File: src/rtl/seq_alu.sv
// seq_alu: registered ALU with start/busy/done handshake; iterative signed Booth MUL and non-restoring DIV.
// Define SEQ_ALU_FAST_MUL_EN to compute MUL combinationally with single-cycle latency.
module seq_alu #(
    parameter int unsigned WIDTH = 32,
    parameter int unsigned SHW   = $clog2(WIDTH)
) (
    input  logic             clk,
    input  logic             clr_n,
    input  logic             start,
    input  logic [4:0]       op,
    input  logic             inc_pc,
    input  logic [WIDTH-1:0] a,
    input  logic [WIDTH-1:0] b,
    output logic             busy,
    output logic             done,
    output logic [WIDTH-1:0] z_hi,
    output logic [WIDTH-1:0] z_lo,
    output logic             div_zero
);

    typedef enum logic [1:0] {S_IDLE, S_MUL, S_DIV, S_FIN} state_e;

    typedef enum logic [4:0] {
        OP_LD   = 5'b00000, OP_ST   = 5'b00010, OP_ADD  = 5'b00011, OP_SUB  = 5'b00100,
        OP_SHR  = 5'b00101, OP_SHL  = 5'b00110, OP_ROR  = 5'b00111, OP_ROL  = 5'b01000,
        OP_AND  = 5'b01001, OP_OR   = 5'b01010, OP_ADDI = 5'b01011, OP_ANDI = 5'b01100,
        OP_ORI  = 5'b01101, OP_MUL  = 5'b01110, OP_DIV  = 5'b01111, OP_NEG  = 5'b10000,
        OP_NOT  = 5'b10001
    } op_e;

    state_e           r_state, w_state_nxt;
    logic [SHW-1:0]   r_cnt;
    logic [WIDTH+1:0] r_acc;
    logic [WIDTH-1:0] r_lo, r_opd, r_z_hi, r_z_lo;
    logic             r_q1, r_qneg, r_rneg, r_div_zero;

    logic             w_is_div, w_b_zero, w_last;
    logic [WIDTH-1:0] w_sc_hi, w_sc_lo, w_a_abs, w_b_abs;
    logic [WIDTH:0]   w_sum, w_dif;
    logic [SHW-1:0]   w_sh;
    logic [WIDTH+1:0] w_m, w_b_add, w_b_acc, w_dsh, w_dd, w_dr;
    logic [WIDTH-1:0] w_b_lo, w_dq, w_rem;

    assign w_is_div = !inc_pc && (op == OP_DIV);
    assign w_b_zero = (b == '0);
    assign w_last   = (r_cnt == SHW'(WIDTH - 1));
    assign w_sum    = {1'b0, a} + {1'b0, b};
    assign w_dif    = {1'b0, a} + {1'b0, ~b} + (WIDTH+1)'(1);
    assign w_sh     = b[SHW-1:0];
    assign w_a_abs  = a[WIDTH-1] ? -a : a;
    assign w_b_abs  = b[WIDTH-1] ? -b : b;

`ifdef SEQ_ALU_FAST_MUL_EN
    logic signed [2*WIDTH-1:0] w_prod;
    assign w_prod = $signed(a) * $signed(b);
`else
    logic w_is_mul;
    assign w_is_mul = !inc_pc && (op == OP_MUL);
`endif

    always_comb begin
        w_sc_hi = '0;
        w_sc_lo = w_sum[WIDTH-1:0];
        if (inc_pc) begin
            w_sc_lo = b + WIDTH'(1);
        end else begin
            case (op)
                OP_ADD, OP_ADDI, OP_LD, OP_ST: w_sc_hi = {{(WIDTH-1){1'b0}}, w_sum[WIDTH]};
                OP_SUB: begin
                    w_sc_lo = w_dif[WIDTH-1:0];
                    w_sc_hi = {{(WIDTH-1){1'b0}}, w_dif[WIDTH]};
                end
                OP_SHR:          w_sc_lo = a >> w_sh;
                OP_SHL:          w_sc_lo = a << w_sh;
                OP_ROR:          w_sc_lo = WIDTH'({a, a} >> w_sh);
                OP_ROL:          w_sc_lo = WIDTH'(({a, a} << w_sh) >> WIDTH);
                OP_AND, OP_ANDI: w_sc_lo = a & b;
                OP_OR, OP_ORI:   w_sc_lo = a | b;
                OP_NEG:          w_sc_lo = -a;
                OP_NOT:          w_sc_lo = ~a;
`ifdef SEQ_ALU_FAST_MUL_EN
                OP_MUL:          {w_sc_hi, w_sc_lo} = w_prod;
`endif
                // only reaches FIN through this path when the divisor is zero
                OP_DIV: begin
                    w_sc_hi = a;
                    w_sc_lo = '1;
                end
                default: ;
            endcase
        end
    end

    // Booth step; two guard bits keep A exact when the multiplicand is the most negative value
    always_comb begin
        w_m = {{2{r_opd[WIDTH-1]}}, r_opd};
        case ({r_lo[0], r_q1})
            2'b01:   w_b_add = r_acc + w_m;
            2'b10:   w_b_add = r_acc - w_m;
            default: w_b_add = r_acc;
        endcase
        w_b_acc = {w_b_add[WIDTH+1], w_b_add[WIDTH+1:1]};
        w_b_lo  = {w_b_add[0], r_lo[WIDTH-1:1]};
    end

    // Non-restoring step on magnitudes; signs are applied when the result is stored
    always_comb begin
        w_dd  = {2'b00, r_opd};
        w_dsh = {r_acc[WIDTH:0], r_lo[WIDTH-1]};
        w_dr  = r_acc[WIDTH+1] ? (w_dsh + w_dd) : (w_dsh - w_dd);
        w_dq  = {r_lo[WIDTH-2:0], ~w_dr[WIDTH+1]};
        w_rem = w_dr[WIDTH-1:0] + (w_dr[WIDTH+1] ? r_opd : '0);
    end

    always_ff @(posedge clk) begin
        if (!clr_n) r_state <= S_IDLE;
        else        r_state <= w_state_nxt;
    end

    always_comb begin
        w_state_nxt = r_state;
        busy        = 1'b0;
        done        = 1'b0;
        case (r_state)
            S_IDLE: begin
                if (start) begin
                    if (w_is_div && !w_b_zero) w_state_nxt = S_DIV;
`ifndef SEQ_ALU_FAST_MUL_EN
                    else if (w_is_mul)         w_state_nxt = S_MUL;
`endif
                    else                       w_state_nxt = S_FIN;
                end
            end
            S_MUL, S_DIV: begin
                busy = 1'b1;
                if (w_last) w_state_nxt = S_FIN;
            end
            S_FIN: begin
                done        = 1'b1;
                w_state_nxt = S_IDLE;
            end
            default: w_state_nxt = S_IDLE;
        endcase
    end

    always_ff @(posedge clk) begin
        if (!clr_n) begin
            r_cnt      <= '0;
            r_acc      <= '0;
            r_lo       <= '0;
            r_opd      <= '0;
            r_q1       <= 1'b0;
            r_qneg     <= 1'b0;
            r_rneg     <= 1'b0;
            r_div_zero <= 1'b0;
            r_z_hi     <= '0;
            r_z_lo     <= '0;
        end else begin
            case (r_state)
                S_IDLE: begin
                    if (start) begin
                        r_cnt      <= '0;
                        r_acc      <= '0;
                        r_q1       <= 1'b0;
                        r_div_zero <= w_is_div && w_b_zero;
                        r_qneg     <= a[WIDTH-1] ^ b[WIDTH-1];
                        r_rneg     <= a[WIDTH-1];
                        if (w_is_div) begin
                            r_lo  <= w_a_abs;
                            r_opd <= w_b_abs;
                        end else begin
                            r_lo  <= b;
                            r_opd <= a;
                        end
                        if (w_state_nxt == S_FIN) begin
                            r_z_hi <= w_sc_hi;
                            r_z_lo <= w_sc_lo;
                        end
                    end
                end
                S_MUL: begin
                    r_acc <= w_b_acc;
                    r_lo  <= w_b_lo;
                    r_q1  <= r_lo[0];
                    r_cnt <= r_cnt + SHW'(1);
                    if (w_last) begin
                        r_cnt  <= '0;
                        r_z_hi <= w_b_acc[WIDTH-1:0];
                        r_z_lo <= w_b_lo;
                    end
                end
                S_DIV: begin
                    r_acc <= w_dr;
                    r_lo  <= w_dq;
                    r_cnt <= r_cnt + SHW'(1);
                    if (w_last) begin
                        r_cnt  <= '0;
                        r_z_lo <= r_qneg ? -w_dq : w_dq;
                        r_z_hi <= r_rneg ? -w_rem : w_rem;
                    end
                end
                default: ;
            endcase
        end
    end

    assign z_hi     = r_z_hi;
    assign z_lo     = r_z_lo;
    assign div_zero = r_div_zero;

endmodule

File: config.mk
export PLATFORM = sky130hd
export DESIGN_NAME = seq_alu
export DESIGN_NICKNAME = d
export VERILOG_FILES = /design/src/rtl/seq_alu.sv
export SDC_FILE = /design/constraint.sdc
export NUM_CORES = 2
export LEC_CHECK = 0
export CAP_MARGIN = 10
export CELL_PAD_IN_SITES_DETAIL_PLACEMENT = 1
export CELL_PAD_IN_SITES_GLOBAL_PLACEMENT = 1
export CORE_MARGIN = 1.5
export CORE_UTILIZATION = 35
export CTS_CLUSTER_DIAMETER = 150
export DETAILED_ROUTE_END_ITERATION = 16
export GPL_TIMING_DRIVEN = 0
export HOLD_SLACK_MARGIN = 0.08
export PLACE_DENSITY = 0.66
export SKIP_LAST_GASP = 1
export SYNTH_ARGS = -nofsm -noshare
export SYNTH_HDL_FRONTEND = slang
export SYNTH_SLANG_ARGS = --single-unit
File: constraint.sdc
create_clock -name clk -period 15.1 [get_ports clk]
set_clock_uncertainty 0.1 [all_clocks]
set_input_delay 3.775 -clock clk [delete_from_list [all_inputs] [get_ports clk]]
set_output_delay 3.775 -clock clk [all_outputs]
set_load 0.03 [all_outputs]
==> flow_metrics.tcl <==
set metrics [dict create \
    status "finished clean" \
    wl_per_cell_um 38.0 \
    drc 0 \
    tightestPinTransition_ns 1.44 \
    num_io_pins 140 \
    grt_max_degree 19 \
    yosysTopAreaCell "dfxtp_1" \
    rsz0062_at_grt "no" \
    cts-buffers-inserted 17 \
    crit_path_top_delay_cell "nor2_2" \
    port_buffers 138 \
    clk_latency_ns 0.49 \
    worstPathArrival_ns 13.01 \
    setup_tns_ns 0 \
    postCtsHoldBufs 0 \
    slew_headroom_pct 3.33 \
    yosysSeqAreaShare_pct 11.8 \
    finalWirelength_mm 207 \
    die_w_um 293 \
    ys.flop_type "dfxtp_1" \
    fin_util_pct 39.4 \
    cellPowerDensity_nw_per_um2 218 \
    routabilityCongestion 1.09 \
    ff_latch_area_um2 3460 \
    met2_usage_pct 73.8 \
    final-hold-violation-count 0 \
    post-route-period-util_pct 84.4 \
    whs_ns 0.364 \
    placed_cell_area_um2 32200 \
    grt_usage_pct 47.1 \
    postCtsSetupBuffers 0 \
    drv_slew 0 \
    critPathMaxFanout 10 \
    syn_inst 4179 \
    syn2layout_area_growth_pct 11.9 \
    grt_most_used_layer "met2" \
    grt_pass1_wl_mm 286 \
    num-fill-cells 10700 \
    setup_viol 0 \
    cts_resized 0 \
    fin_area_um2 32900 \
    clk_path_buf_depth 2 \
    hp-class "flop to flop" \
    synth_area_leaders "dfxtp_1 (12%), ha_1 (8.9%), xnor2_1 (7.2%), a21oi_1 (6.0%), nand2_1 (5.3%)" \
    use_met3_pct 10.5 \
    rows 106 \
    holdPathEnd "z_lo[19]" \
    avgSynthCellArea_um2 7.03 \
    total_power_mw 7.17 \
    die_area_um2 85700 \
    synth_area_um2 29400 \
    endpoint_kind "flop" \
    r2r_end "z_hi[31]" \
    fin_crit_ns 12.74 \
    worstSetupPathType "flop to flop" \
    antenna_found_initial 11 \
    async_flop_share_pct 0 \
    setup_ws_ns 2.36 \
    coreArea_um2 83400 \
    grt_use_met1_pct 52.8 \
    startpoint_type "flop" \
    post-place-cells 5402 \
    holdCritStartpoint "z_lo[19]" \
    max_stage_delay_ns 0.85 \
    start_util_pct 35.2 \
    synth_seq_cells 173 \
    max_cap_viol_count 0 \
    fin_cells 5446 \
    synth_top_area_share_pct 11.8 \
    ant_nets 0 \
    whs_path_depth 2 \
    drtIter0Drc 4035 \
    max_freq_ghz 0.0785 \
    peakVddDrop_mv 0.163 \
    die_h_um 293 \
    crit_required_ns 15.38 \
    num-nets-final 4635 \
    synth.distinct_cells 109 \
    routed_via_density 6.81 \
    leakagePower_nw 12.5 \
    htree_levels 4 \
    first_global_vias 36600 \
    r2r_slack_ns 2.36 \
    firstDrtPassIters 6 \
    clock-sinks 173 \
    vias 37100 \
    grt_overflow 0 \
    clockRootBuffer "clkbuf_16" \
    multi_input_area_um2 24000 \
    layout-drive-gt1-share_pct 5.18 \
    cts_tree "built" \
    rr_worst_depth 31 \
    crit_top_cell "nand2_1" \
    dp_hpwl_mm 168 \
    synth_nets 4467 \
    clk_pin_slew_ns 0.09 \
    rr_startpoint "r_opd[2]" \
    synth_edf_count 0 \
    place_ws_ns 2.74 \
    ys_warn_count 0 \
]
## metal layers
metal | routed length [um] | part of all wire (%)
met2 | 90600 | 44
met4 | 23000 | 11
met3 | 17700 | 8.5
met1 | 75700 | 37
met5 | 115 | 0.056
## cell usage after synthesis, types with 32 or more instances
master and number:
ha_1 210, o21bai_1 32, mux4_2 60, nor4_1 33, o211ai_1 54, nand3_1 110, o221ai_1 46, nor3_1 96
nor2_1 407, nor2b_1 87, dfxtp_1 173, xor2_1 63, a221oi_1 40, mux2i_1 76, a211oi_1 80, o21a_1 38
nand2_1 417, or3_1 34, xnor2_1 243, nand2b_1 43, a21oi_1 353, inv_1 150, and2_1 64, a21o_1 78
o31ai_1 48, clkbuf_1 265, buf_1 42, a21boi_0 36, a31oi_1 32, o21ai_0 257, and3_1 38
## flip-flops by register name, summed over array words and instances (netlist names)
name / cells
div_zero: 1
r_acc: 34
r_cnt: 5
r_lo: 32
r_opd: 32
r_q1: 1
r_qneg: 1
r_rneg: 1
r_state: 2
z_hi: 32
z_lo: 32
## worst max path at each step
stage             start        to  slack [ns]
3_3_place_gp   r_opd[2]  z_hi[31]        2.18
2_1_floorplan      b[2]  z_lo[31]        6.89
5_1_grt        r_opd[0]  z_hi[30]        2.16
3_5_place_dp   r_opd[2]  z_hi[31]        2.74
6_report       r_opd[2]  z_hi[31]        2.36
4_1_cts        r_opd[2]  z_hi[31]        2.73
## logic make-up after synthesis
family                   share of synthesized area (%)
AND/OR/NAND/NOR                                   24.1
AO/OA/AOI/OAI                                     31.2
buffers and inverters                             6.68
XOR/XNOR                                          9.19
adder cells (fa/ha/maj)                           9.28
flip-flops                                        11.8
multiplexers                                      7.76
## power by group
| group | leakage, nW | internal, mW | switching [mW] |
|---|---|---|---|
| registers | 1.42 | 0.575 | 0.167 |
| logic | 10.8 | 1.89 | 4.03 |
| clock network | 0.304 | 0.254 | 0.253 |
| total | 12.5 | 2.72 | 4.45 |
## cell type report
class	count	area share, %
antenna	6	0.0457
buffer	346	4.19
clock buffer	17	1.29
clock inverter	15	0.613
inverter	157	1.79
multi-input combinational	3503	73.0
sequential	173	10.5
tap	1080	4.11
timing repair buffer	149	4.48
## layout by cell type (no fill, tap or decap), drive strengths merged, types with 36 or more instances in the layout
| master | synthesis | layout |
|---|---|---|
| nor3 | 98 | 98 |
| buf | 78 | 88 |
| xnor2 | 243 | 243 |
| o21ai | 258 | 258 |
| dfxtp | 173 | 173 |
| nor2b | 87 | 87 |
| a21boi | 37 | 37 |
| and3 | 39 | 39 |
| clkbuf | 268 | 286 |
| o211ai | 54 | 54 |
| o31ai | 48 | 48 |
| nand2b | 43 | 43 |
| nand2 | 418 | 418 |
| a211oi | 82 | 82 |
| or3 | 36 | 36 |
| o221ai | 46 | 46 |
| clkdlybuf4s50 | 0 | 138 |
| inv | 152 | 159 |
| mux2i | 76 | 76 |
| o21a | 38 | 38 |
| a21oi | 354 | 354 |
| xor2 | 63 | 63 |
| nor2 | 407 | 407 |
| mux4 | 60 | 60 |
| a221oi | 40 | 40 |
| a21o | 78 | 78 |
| nand3 | 110 | 110 |
| and2 | 67 | 67 |
| ha | 210 | 210 |
## worst max-delay path: cells and delay by family (launching register included)
kind | cells | cell delay (ns)
buffers and inverters | 2 | 0.87
multiplexers | 1 | 0.19
AO/OA/AOI/OAI | 7 | 2.59
adder cells (fa/ha/maj) | 2 | 0.87
XOR/XNOR | 2 | 0.48
flip-flops | 1 | 0.45
AND/OR/NAND/NOR | 17 | 7.03
Note: power is estimated with default switching activity, not from simulation.
